## src/rtl/masked_sbox_sequencer_pkg.sv

```systemverilog
// Shared types, sizing constants and GF(2^8) helpers for the masked S-box sequencer.
// Contents: state_t (IDLE/RUN/DONE), NBYTES, RND_W, IDX_W, gf_mul/gf_inv/aes_sbox.
// No logic of its own; pure declarations and combinational functions.
package masked_sbox_sequencer_pkg;

   localparam int NBYTES = 16;
   localparam int RND_W  = 20;
   localparam int IDX_W  = $clog2(NBYTES);

   typedef enum logic [1:0] {
      IDLE = 2'd0,
      RUN  = 2'd1,
      DONE = 2'd2
   } state_t;

   // Multiply in GF(2^8) modulo the AES polynomial x^8+x^4+x^3+x+1.
   function automatic logic [7:0] gf_mul(input logic [7:0] a, input logic [7:0] b);
      logic [7:0] p;
      logic [7:0] aa;
      p  = 8'h00;
      aa = a;
      for (int i = 0; i < 8; i++) begin
         if (b[i]) p = p ^ aa;
         aa = {aa[6:0], 1'b0} ^ (aa[7] ? 8'h1B : 8'h00);
      end
      return p;
   endfunction

   // Inverse as x^254 (square-and-multiply); maps 0 to 0 as AES requires.
   function automatic logic [7:0] gf_inv(input logic [7:0] x);
      logic [7:0] p;
      logic [7:0] r;
      p = x;
      r = 8'h01;
      for (int i = 1; i < 8; i++) begin
         p = gf_mul(p, p);
         r = gf_mul(r, p);
      end
      return r;
   endfunction

   // Forward AES S-box: field inverse followed by the affine map.
   function automatic logic [7:0] aes_sbox(input logic [7:0] x);
      logic [7:0] v;
      v = gf_inv(x);
      return v ^ {v[6:0], v[7]} ^ {v[5:0], v[7:6]} ^ {v[4:0], v[7:5]}
               ^ {v[3:0], v[7:4]} ^ 8'h63;
   endfunction

endpackage

```

## src/rtl/Masked_SubBytes.sv

```systemverilog
// Combinational masked S-box: four input shares in, three freshly masked output shares out.
// Ports: i_s1..i_s4 (byte shares), i_rnd (fresh randomness), o_s1..o_s3 (output shares).
// Zero latency, no handshake; the caller decides when the result is captured.
module Masked_SubBytes #(
   parameter int RND_W = masked_sbox_sequencer_pkg::RND_W
) (
   input  logic [7:0]       i_s1,
   input  logic [7:0]       i_s2,
   input  logic [7:0]       i_s3,
   input  logic [7:0]       i_s4,
   input  logic [RND_W-1:0] i_rnd,
   output logic [7:0]       o_s1,
   output logic [7:0]       o_s2,
   output logic [7:0]       o_s3
);
   import masked_sbox_sequencer_pkg::*;

   logic [7:0] w_m1;
   logic [7:0] w_m2;
   logic [7:0] w_y;

   // Low byte is mask 1; every remaining random bit is folded into mask 2
   // so that all of the word contributes to the output sharing.
   always_comb begin
      w_m1 = i_rnd[7:0];
      w_m2 = i_rnd[15:8];
      for (int k = 16; k < RND_W; k++) begin
         w_m2[k[2:0]] = w_m2[k[2:0]] ^ i_rnd[k];
      end
   end

   assign w_y  = aes_sbox(i_s1 ^ i_s2 ^ i_s3 ^ i_s4);
   assign o_s1 = (w_y ^ w_m1) ^ w_m2;
   assign o_s2 = w_m1;
   assign o_s3 = w_m2;

endmodule

```

## src/rtl/masked_sbox_sequencer.sv

```systemverilog
// Runs one masked S-box over NBYTES bytes of a captured four-share state, one byte per random word.
// Ports: clk/rst, start, data_i_1..4 in, rnd_data/rnd_valid/rnd_ready PRNG handshake, busy/done, data_o_1..3.
// Latency NBYTES+1 cycles from start with rnd_valid held high; each rnd_valid=0 cycle in RUN stalls by one.
module masked_sbox_sequencer #(
   parameter int NBYTES = masked_sbox_sequencer_pkg::NBYTES,
   parameter int RND_W  = masked_sbox_sequencer_pkg::RND_W
) (
   input  logic                  clk,
   input  logic                  rst,
   input  logic                  start,
   input  logic [NBYTES*8-1:0]   data_i_1,
   input  logic [NBYTES*8-1:0]   data_i_2,
   input  logic [NBYTES*8-1:0]   data_i_3,
   input  logic [NBYTES*8-1:0]   data_i_4,
   input  logic [RND_W-1:0]      rnd_data,
   input  logic                  rnd_valid,
   output logic                  rnd_ready,
   output logic                  busy,
   output logic                  done,
   output logic [NBYTES*8-1:0]   data_o_1,
   output logic [NBYTES*8-1:0]   data_o_2,
   output logic [NBYTES*8-1:0]   data_o_3
);
   import masked_sbox_sequencer_pkg::*;

   localparam int IDX_BITS = $clog2(NBYTES);

   state_t                r_state;
   state_t                w_state_nxt;
   logic [IDX_BITS-1:0]   r_idx;
   logic [NBYTES*8-1:0]   r_sh1, r_sh2, r_sh3, r_sh4;
   logic [NBYTES*8-1:0]   r_out1, r_out2, r_out3;
   logic                  w_accept;
   logic                  w_hs;
   logic                  w_last;
   logic [7:0]            w_o1, w_o2, w_o3;

   assign w_accept = (r_state == IDLE) && start;
   assign w_hs     = rnd_valid && rnd_ready;
   assign w_last   = (r_idx == IDX_BITS'(NBYTES - 1));

   // State register
   always_ff @(posedge clk) begin
      if (rst) r_state <= IDLE;
      else     r_state <= w_state_nxt;
   end

   // Next-state logic
   always_comb begin
      w_state_nxt = r_state;
      case (r_state)
         IDLE:    if (start) w_state_nxt = RUN;
         RUN:     if (w_hs && w_last) w_state_nxt = DONE;
         DONE:    w_state_nxt = IDLE;
         default: w_state_nxt = IDLE;
      endcase
   end

   // Outputs; rnd_ready is masked by rst so a word offered during reset is not taken.
   always_comb begin
      busy      = 1'b0;
      done      = 1'b0;
      rnd_ready = 1'b0;
      case (r_state)
         RUN: begin
            busy      = 1'b1;
            rnd_ready = !rst;
         end
         DONE: begin
            busy = 1'b1;
            done = 1'b1;
         end
         default: ;
      endcase
   end

   // One shared S-box, byte lanes selected by the running index.
   Masked_SubBytes #(
      .RND_W (RND_W)
   ) u_sbox (
      .i_s1  (r_sh1[{r_idx, 3'b000} +: 8]),
      .i_s2  (r_sh2[{r_idx, 3'b000} +: 8]),
      .i_s3  (r_sh3[{r_idx, 3'b000} +: 8]),
      .i_s4  (r_sh4[{r_idx, 3'b000} +: 8]),
      .i_rnd (rnd_data),
      .o_s1  (w_o1),
      .o_s2  (w_o2),
      .o_s3  (w_o3)
   );

   // Shares are only loaded on start and never cleared between bytes,
   // so the S-box inputs only toggle when the index moves.
   always_ff @(posedge clk) begin
      if (rst) begin
         r_idx  <= '0;
         r_sh1  <= '0;
         r_sh2  <= '0;
         r_sh3  <= '0;
         r_sh4  <= '0;
         r_out1 <= '0;
         r_out2 <= '0;
         r_out3 <= '0;
      end else if (w_accept) begin
         r_idx <= '0;
         r_sh1 <= data_i_1;
         r_sh2 <= data_i_2;
         r_sh3 <= data_i_3;
         r_sh4 <= data_i_4;
      end else if (w_hs) begin
         r_out1[{r_idx, 3'b000} +: 8] <= w_o1;
         r_out2[{r_idx, 3'b000} +: 8] <= w_o2;
         r_out3[{r_idx, 3'b000} +: 8] <= w_o3;
         r_idx <= r_idx + IDX_BITS'(1);
      end
   end

   assign data_o_1 = r_out1;
   assign data_o_2 = r_out2;
   assign data_o_3 = r_out3;

endmodule
```

## config.mk

```make
export PLATFORM = sky130hd
export DESIGN_NAME = masked_sbox_sequencer
export DESIGN_NICKNAME = d
export VERILOG_FILES = /design/src/rtl/masked_sbox_sequencer_pkg.sv /design/src/rtl/Masked_SubBytes.sv /design/src/rtl/masked_sbox_sequencer.sv
export SDC_FILE = /design/constraint.sdc
export NUM_CORES = 2
export LEC_CHECK = 0
export ABC_AREA = 1
export ABC_CLOCK_PERIOD_IN_PS = 22700
export CORE_MARGIN = 2
export CORE_UTILIZATION = 35
export DETAILED_ROUTE_END_ITERATION = 8
export PLACE_DENSITY_LB_ADDON = 0.1
export SYNTH_ARGS = -nofsm -noshare
export SYNTH_HDL_FRONTEND = slang
export SYNTH_SLANG_ARGS = --single-unit
```

## constraint.sdc

```tcl
create_clock -name clk -period 22.7 [get_ports clk]
set_clock_uncertainty 0.2 [all_clocks]
set_input_delay 4.54 -clock clk [delete_from_list [all_inputs] [get_ports clk]]
set_output_delay 4.54 -clock clk [all_outputs]
set_load 0.05 [all_outputs]
```

### Word level (Yosys, flattened, before mapping)

Index checks and enable logic that the tools add are counted.

* register bits: 902
* output and inout bits: 387

* shift operators: 8
* bitwise gates (word level): 204
* add/sub/neg operators: 2
* muxes and demuxes: 212
* reduce and logical (&&, ||, !) cells: 9
* eq/ne operators: 5

Operators by type and width (count)
* bitwise XOR 8 bit: 191
* 2-to-1 mux 8 bit: 105
* variable part select 128 x 8 -> 8 bit: 4
* 2-to-1 mux 5 bit: 92
* bitwise mux 128 bit: 3
* variable part select 8 x 9 -> 128 bit: 3
* variable shift 8 x 9 -> 128 bit (first input constant): 1
* negator 7 -> 9 bit: 1
* 2-to-1 mux 7 bit: 1
* NOT 1 bit (first input constant): 7
* 2-to-1 mux 2 bit: 3
* 2-to-1 mux 6 bit: 1
* adder 4 x 1 -> 4 bit (second input constant): 1
* equality test 4 bit (second input constant): 1
* 2-to-1 mux 1 bit: 4
* 2-to-1 mux 4 bit: 1
* != test 2 bit (second input constant): 2
* NOT 4 bit: 1
* case mux 2 bit (2 select lines): 1
* AND reduction 2 bit: 2
* OR reduction 2 bit: 2
* bitwise XOR 1 bit: 4
* logical AND 1 bit: 3
* 2-to-1 mux 3 bit: 1
* 5 further kinds: 5

### Logic depth before layout (Yosys ltp)

* depth after elaboration: 140
* depth in mapped cells: 147
* depth with buffers taken out: 141

### Cells and area by module

A second synthesis with hierarchy kept.

* cells, all modules: 9667
* area total of the unflattened synthesis: 57373.8 um2

Modules (own cells, without submodules)
* masked_sbox_sequencer: cells each 5511, area each 37807.5 um2, instances 1
* Masked_SubBytes: cells each 4156, area each 19566.3 um2, instances 1

### Worst setup path after synthesis

No wires, ideal clock.

* kind: flip-flop to flip-flop
* start: register r_idx[0]
* end: register r_out1[106] (netlist: data_o_1[106])
* period minus slack after synthesis: 13554 ps
* cell stages (with the launch flop): 117
* library setup time: 70 ps
* buffers on the path: 14
* setup slack: 9146 ps
* data arrival time: 13284 ps
* path through: dfxtp_1 > bufinv_8 > buf_4 > nand2_1 > nand3_1 > nand3_1 > nand2_1 > o21ai_1 > nand2_1 > nand2_1 > nand2_2 > nand2_4 > clkbuf_1 > ha_1 > inv_1 > nand3_1 > nand3_1 > nand2_1 > (+81 left out) > nand2_1 > nand2_1 > nand2_1 > nand2_1 > nand2_1 > nand2_1 > nand2_1 > nand2_1 > nand2_1 > nand2_1 > nand2_1 > nand2_1 > nand2_1 > buf_6 > nand3_2 > nor2_2 > nand2_1 > a21oi_1

* cells in the longest elaborated chain, start to end: 137

Ends and longest elaborated chain
* start: declaration: line masked_sbox_sequencer.sv:30 `logic [IDX_BITS-1:0] r_idx;`
* start signal: assignment: line masked_sbox_sequencer.sv:113 `r_idx <= r_idx + IDX_BITS'(1);`
* variable part select 128 x 8 -> 8 bit (on tied branches): line masked_sbox_sequencer.sv:81, masked_sbox_sequencer.sv:82
* bitwise XOR 8 bit (3 in a row): line Masked_SubBytes.sv:32 `assign w_y = aes_sbox(i_s1 ^ i_s2 ^ i_s3 ^ i_s4);`
* 2-to-1 mux 5 bit, or another cell as far along: line masked_sbox_sequencer_pkg.sv:24 `aa = {aa[6:0], 1'b0} ^ (aa[7] ? 8'h1B : 8'h00);`
* bitwise XOR 8 bit (on tied branches): line masked_sbox_sequencer_pkg.sv:24, masked_sbox_sequencer_pkg.sv:23
* bitwise XOR 8 bit or 2-to-1 mux 8 bit (tied branches): line masked_sbox_sequencer_pkg.sv:23 `if (b[i]) p = p ^ aa;`
* 2-to-1 mux 8 bit or bitwise XOR 8 bit (tied branches): line masked_sbox_sequencer_pkg.sv:23
* bitwise XOR 8 bit or 2-to-1 mux 8 bit (tied branches): line masked_sbox_sequencer_pkg.sv:23
* 2-to-1 mux 8 bit or bitwise XOR 8 bit (tied branches): line masked_sbox_sequencer_pkg.sv:23
* (+116 left out)
* bitwise XOR 8 bit: line masked_sbox_sequencer_pkg.sv:23
* 2-to-1 mux 8 bit: line masked_sbox_sequencer_pkg.sv:23
* bitwise XOR 8 bit (3 in a row): line masked_sbox_sequencer_pkg.sv:46 `return v ^ {v[6:0], v[7]} ^ {v[5:0], v[7:6]} ^ {v[4:0], v[7:5]}`
* bitwise XOR 8 bit: line masked_sbox_sequencer_pkg.sv:47 `^ {v[3:0], v[7:4]} ^ 8'h63;`
* NOT 4 bit (no source line)
* bitwise XOR 8 bit (2 in a row): line Masked_SubBytes.sv:33 `assign o_s1 = (w_y ^ w_m1) ^ w_m2;`
* variable part select 8 x 9 -> 128 bit: line masked_sbox_sequencer.sv:110 `r_out1[{r_idx, 3'b000} +: 8] <= w_o1;`
* bitwise mux 128 bit (*): line masked_sbox_sequencer.sv:110
* end signal: indexed assignment: line masked_sbox_sequencer.sv:110
* end: declaration: line masked_sbox_sequencer.sv:32 `logic [NBYTES*8-1:0] r_out1, r_out2, r_out3;`

Every way passes the cells marked *; elsewhere a longest branch is shown, timed or not.
A chain may end at the register's enable or synchronous reset.

### Final worst setup path

* start: register r_idx[0]
* end: register r_out1[111] (netlist: data_o_1[111])

Same word-level chain as after synthesis.

==> results.sh <==
export IMPL_rows=148
export IMPL_required_ps=23170
export IMPL_place_congestion=0.9859
export IMPL_wl_per_cell_um=21.83
export IMPL_num_vias=64585
export IMPL_synthMuxAreaShare_pct=0
export IMPL_syn_area_per_cell_um2=5.968
export IMPL_wl_mm=271.1
export IMPL_synth_cell_types=53
export IMPL_startpoint_type="flip-flop"
export IMPL_dr_pass1_iters=8
export IMPL_drtAntennaViolNets=0
export IMPL_slew_violations=0
export IMPL_viasPerCell=5.200
export IMPL_cp_arrival_ps=20830
export IMPL_post_cts_buffers=0
export IMPL_clockBufferDepth=3
export IMPL_synth_xor_area_share_pct=3.717
export IMPL_initial_utilization_pct=35.13
export IMPL_synth_cells=9548
export IMPL_cts_root_buffer="clkbuf_16"
export IMPL_design_core_area_um2=162200
export IMPL_clkLatencyLatePin_ps=740
export IMPL_maxCapViolations=0
export IMPL_place_ws_ps=2644
export IMPL_outcome="finished, final reports clean"
export IMPL_cts_repair_resized=0
export IMPL_die_h_um=407.5
export IMPL_rsz0062_at_grt="no"
export IMPL_netlist_area_um2=56990
export IMPL_clk_pin_slew_worst_paths_ps=60
export IMPL_hold_buffers=0
export IMPL_drive_gt1_share_pct=6.108
export IMPL_setup_slack_ps=2343
export IMPL_synth_simple_area_share_pct=41.34
export IMPL_drtIter0Drc=6114
export IMPL_wl_met3_mm=19.17
export IMPL_setup_viol=0
export IMPL_seq_area_frac_synth_pct=31.69
export IMPL_fin_util_pct=43.46
export IMPL_syn_nets=10100
export IMPL_ys_ff_latch=902
export IMPL_area_growth_pct=23.72
export IMPL_top_layer="met5"
export IMPL_hold_viol=0
export IMPL_met1_length_mm=118.8
export IMPL_gr_total_overflow=0
export IMPL_dr_wl_met2_mm=121.5
export IMPL_synthAdderAreaFrac_pct=0.3513
export IMPL_finalSetupTns_ps=0
export IMPL_cts_made_buffers=101
export IMPL_path_max_fanout=135
export IMPL_min_period_ps=20360
export IMPL_grt_pass1_vias=59046
export IMPL_ys_warnings_count=0
export IMPL_numPortBuffers=922
export IMPL_clock_sinks=902
export IMPL_cts_tree="done"
export IMPL_post_route_drc_count=0
export IMPL_crit_slowest_cell="xor2_1"
export IMPL_grtUsageTotal_pct=31.22
export IMPL_grt_pass1_wl_mm=394.6
export IMPL_die_x_um=407.5
export IMPL_cp_end_kind="flip-flop"
export IMPL_dieArea_um2=166100
export IMPL_hp_class="flip-flop to flip-flop"
export IMPL_fmax_mhz=49.12
export IMPL_crit_type="flip-flop to flip-flop"
export IMPL_synth_compound_area_share_pct=12.82
export IMPL_io_pin_count=923
export IMPL_tightest_slew_ps=1421
export IMPL_htree_levels=3
export IMPL_synth_top_family_by_area="simple AND/OR/NAND/NOR gates"
export IMPL_relSlewSlack_pct=4.507
export IMPL_antenna_found_initial=54
export IMPL_grt_max_degree=245
export IMPL_max_stage_delay_ps=910
export IMPL_nNetsFinal=10692
export IMPL_place_hpwl_mm=203.8
export IMPL_crit_top_cell="nand2_1"
export IMPL_period_share_pct=89.68
[sequential cells by signal, summed over array words and instances (netlist names)]
signal	flops
r_sh4	128
r_idx	4
r_sh3	128
r_sh2	128
r_state	2
data_o_2	128
data_o_1	128
data_o_3	128
r_sh1	128
[cells in the mapped netlist, drive strengths merged]
| library cell | n | area, µm² |
|---|---|---|
| nand2 | 2977 | 11670 |
| nor2 | 1438 | 5477 |
| nand3 | 1003 | 5110 |
| o21ai | 941 | 4728 |
| dfxtp | 902 | 18060 |
| inv | 831 | 3124 |
| a21oi | 442 | 2216 |
| clkbuf | 299 | 1126 |
| buf | 210 | 1401 |
| xor2 | 153 | 1509 |
| nand4 | 70 | 444.2 |
| xnor2 | 61 | 564.3 |
| nand3b | 57 | 427.9 |
| nor3 | 38 | 190.2 |
| clkinv | 22 | 82.58 |
| o21bai | 20 | 150.1 |
| nor4 | 19 | 118.9 |
| ha | 16 | 200.2 |
| o211ai | 11 | 82.58 |
| or2 | 11 | 68.82 |
| a211oi | 6 | 45.04 |
| and2 | 4 | 25.02 |
| o22ai | 4 | 25.02 |
| a21o | 2 | 15.01 |
| nand2b | 2 | 12.51 |
| o21a | 2 | 15.01 |
| xnor3 | 2 | 45.04 |
| a21boi | 1 | 7.510 |
| and2b | 1 | 10.01 |
| bufinv | 1 | 17.52 |
| o2111ai | 1 | 8.760 |
| o21ba | 1 | 10.01 |
[path summary, 6_finish.rpt]
check / cells after the start / from / endpoint / slack (ps)
hold reg to reg: 2 / data_o_3[31] / data_o_3[31] / 250
setup / recovery: 100 / r_idx[0] / data_o_1[111] / 2340
setup reg to reg: 100 / r_idx[0] / data_o_1[111] / 2340
hold / removal: 2 / data_o_3[31] / data_o_3[31] / 250
[layer usage]
layer	up-vias	GRT usage (%)
li1	31527	-
met1	30303	41.88
met2	2315	49.33
met3	406	5.315
met4	34	13.17
met5	-	0
[cell usage in the layout, fill, tap and decap left out, drive strengths merged, types with 16 or more instances in the layout]
| cell | count |
|---|---|
| nand2 | 2977 |
| nor2 | 1438 |
| nand3 | 1003 |
| o21ai | 941 |
| clkdlybuf4s50 | 921 |
| dfxtp | 902 |
| inv | 832 |
| a21oi | 442 |
| clkbuf | 159 |
| xor2 | 153 |
| buf | 77 |
| nand4 | 70 |
| xnor2 | 61 |
| nand3b | 57 |
| nor3 | 38 |
| clkinv | 38 |
| diode | 29 |
| o21bai | 20 |
| nor4 | 19 |
| ha | 16 |
[final cells by class]
type                       count  area (µm²)
sequential                   902       18070
antenna                       29       72.57
fill                       17278       91710
clock buffer                 159        2975
tap                         2175        2721
timing repair buffer         998        9847
clock inverter                20       330.3
inverter                     854        3243
multi-input combinational   7283       33250
[worst max-delay path: cells and delay by family, from the launching register on]
| kind | cells | cell delay (ps) |
|---|---|---|
| flops | 1 | 390 |
| compound gates | 3 | 540 |
| simple gates | 72 | 10570 |
| fa+ha+maj | 3 | 1260 |
| xor+xnor | 6 | 2230 |
| buf+inv | 16 | 4800 |
[through the flow]
step           cell area, µm²  hold WS, ps  instances
6_report                70500        247.7      12420
2_1_floorplan           56990        229.2       9548
5_1_grt                 70490        268.2      12415
3_5_place_dp            67120        239.2      12212
3_3_place_gp            67120        235.2      12212
4_1_cts                 70430        248.3      12391
[logic make-up (layout without fill, tap and decap cells)]
family / count (synthesis) / in the layout
AO/OA/AOI/OAI: 1431 / 1431
flip-flops: 902 / 902
buffers and inverters: 1363 / 2031
adder cells (fa/ha/maj): 16 / 16
other: 0 / 29
AND/OR/NAND/NOR: 5620 / 5620
XOR/XNOR: 216 / 216
Power is not shown: default switching activity piles up to over one toggle a cycle in this logic, so the estimate is an artifact.
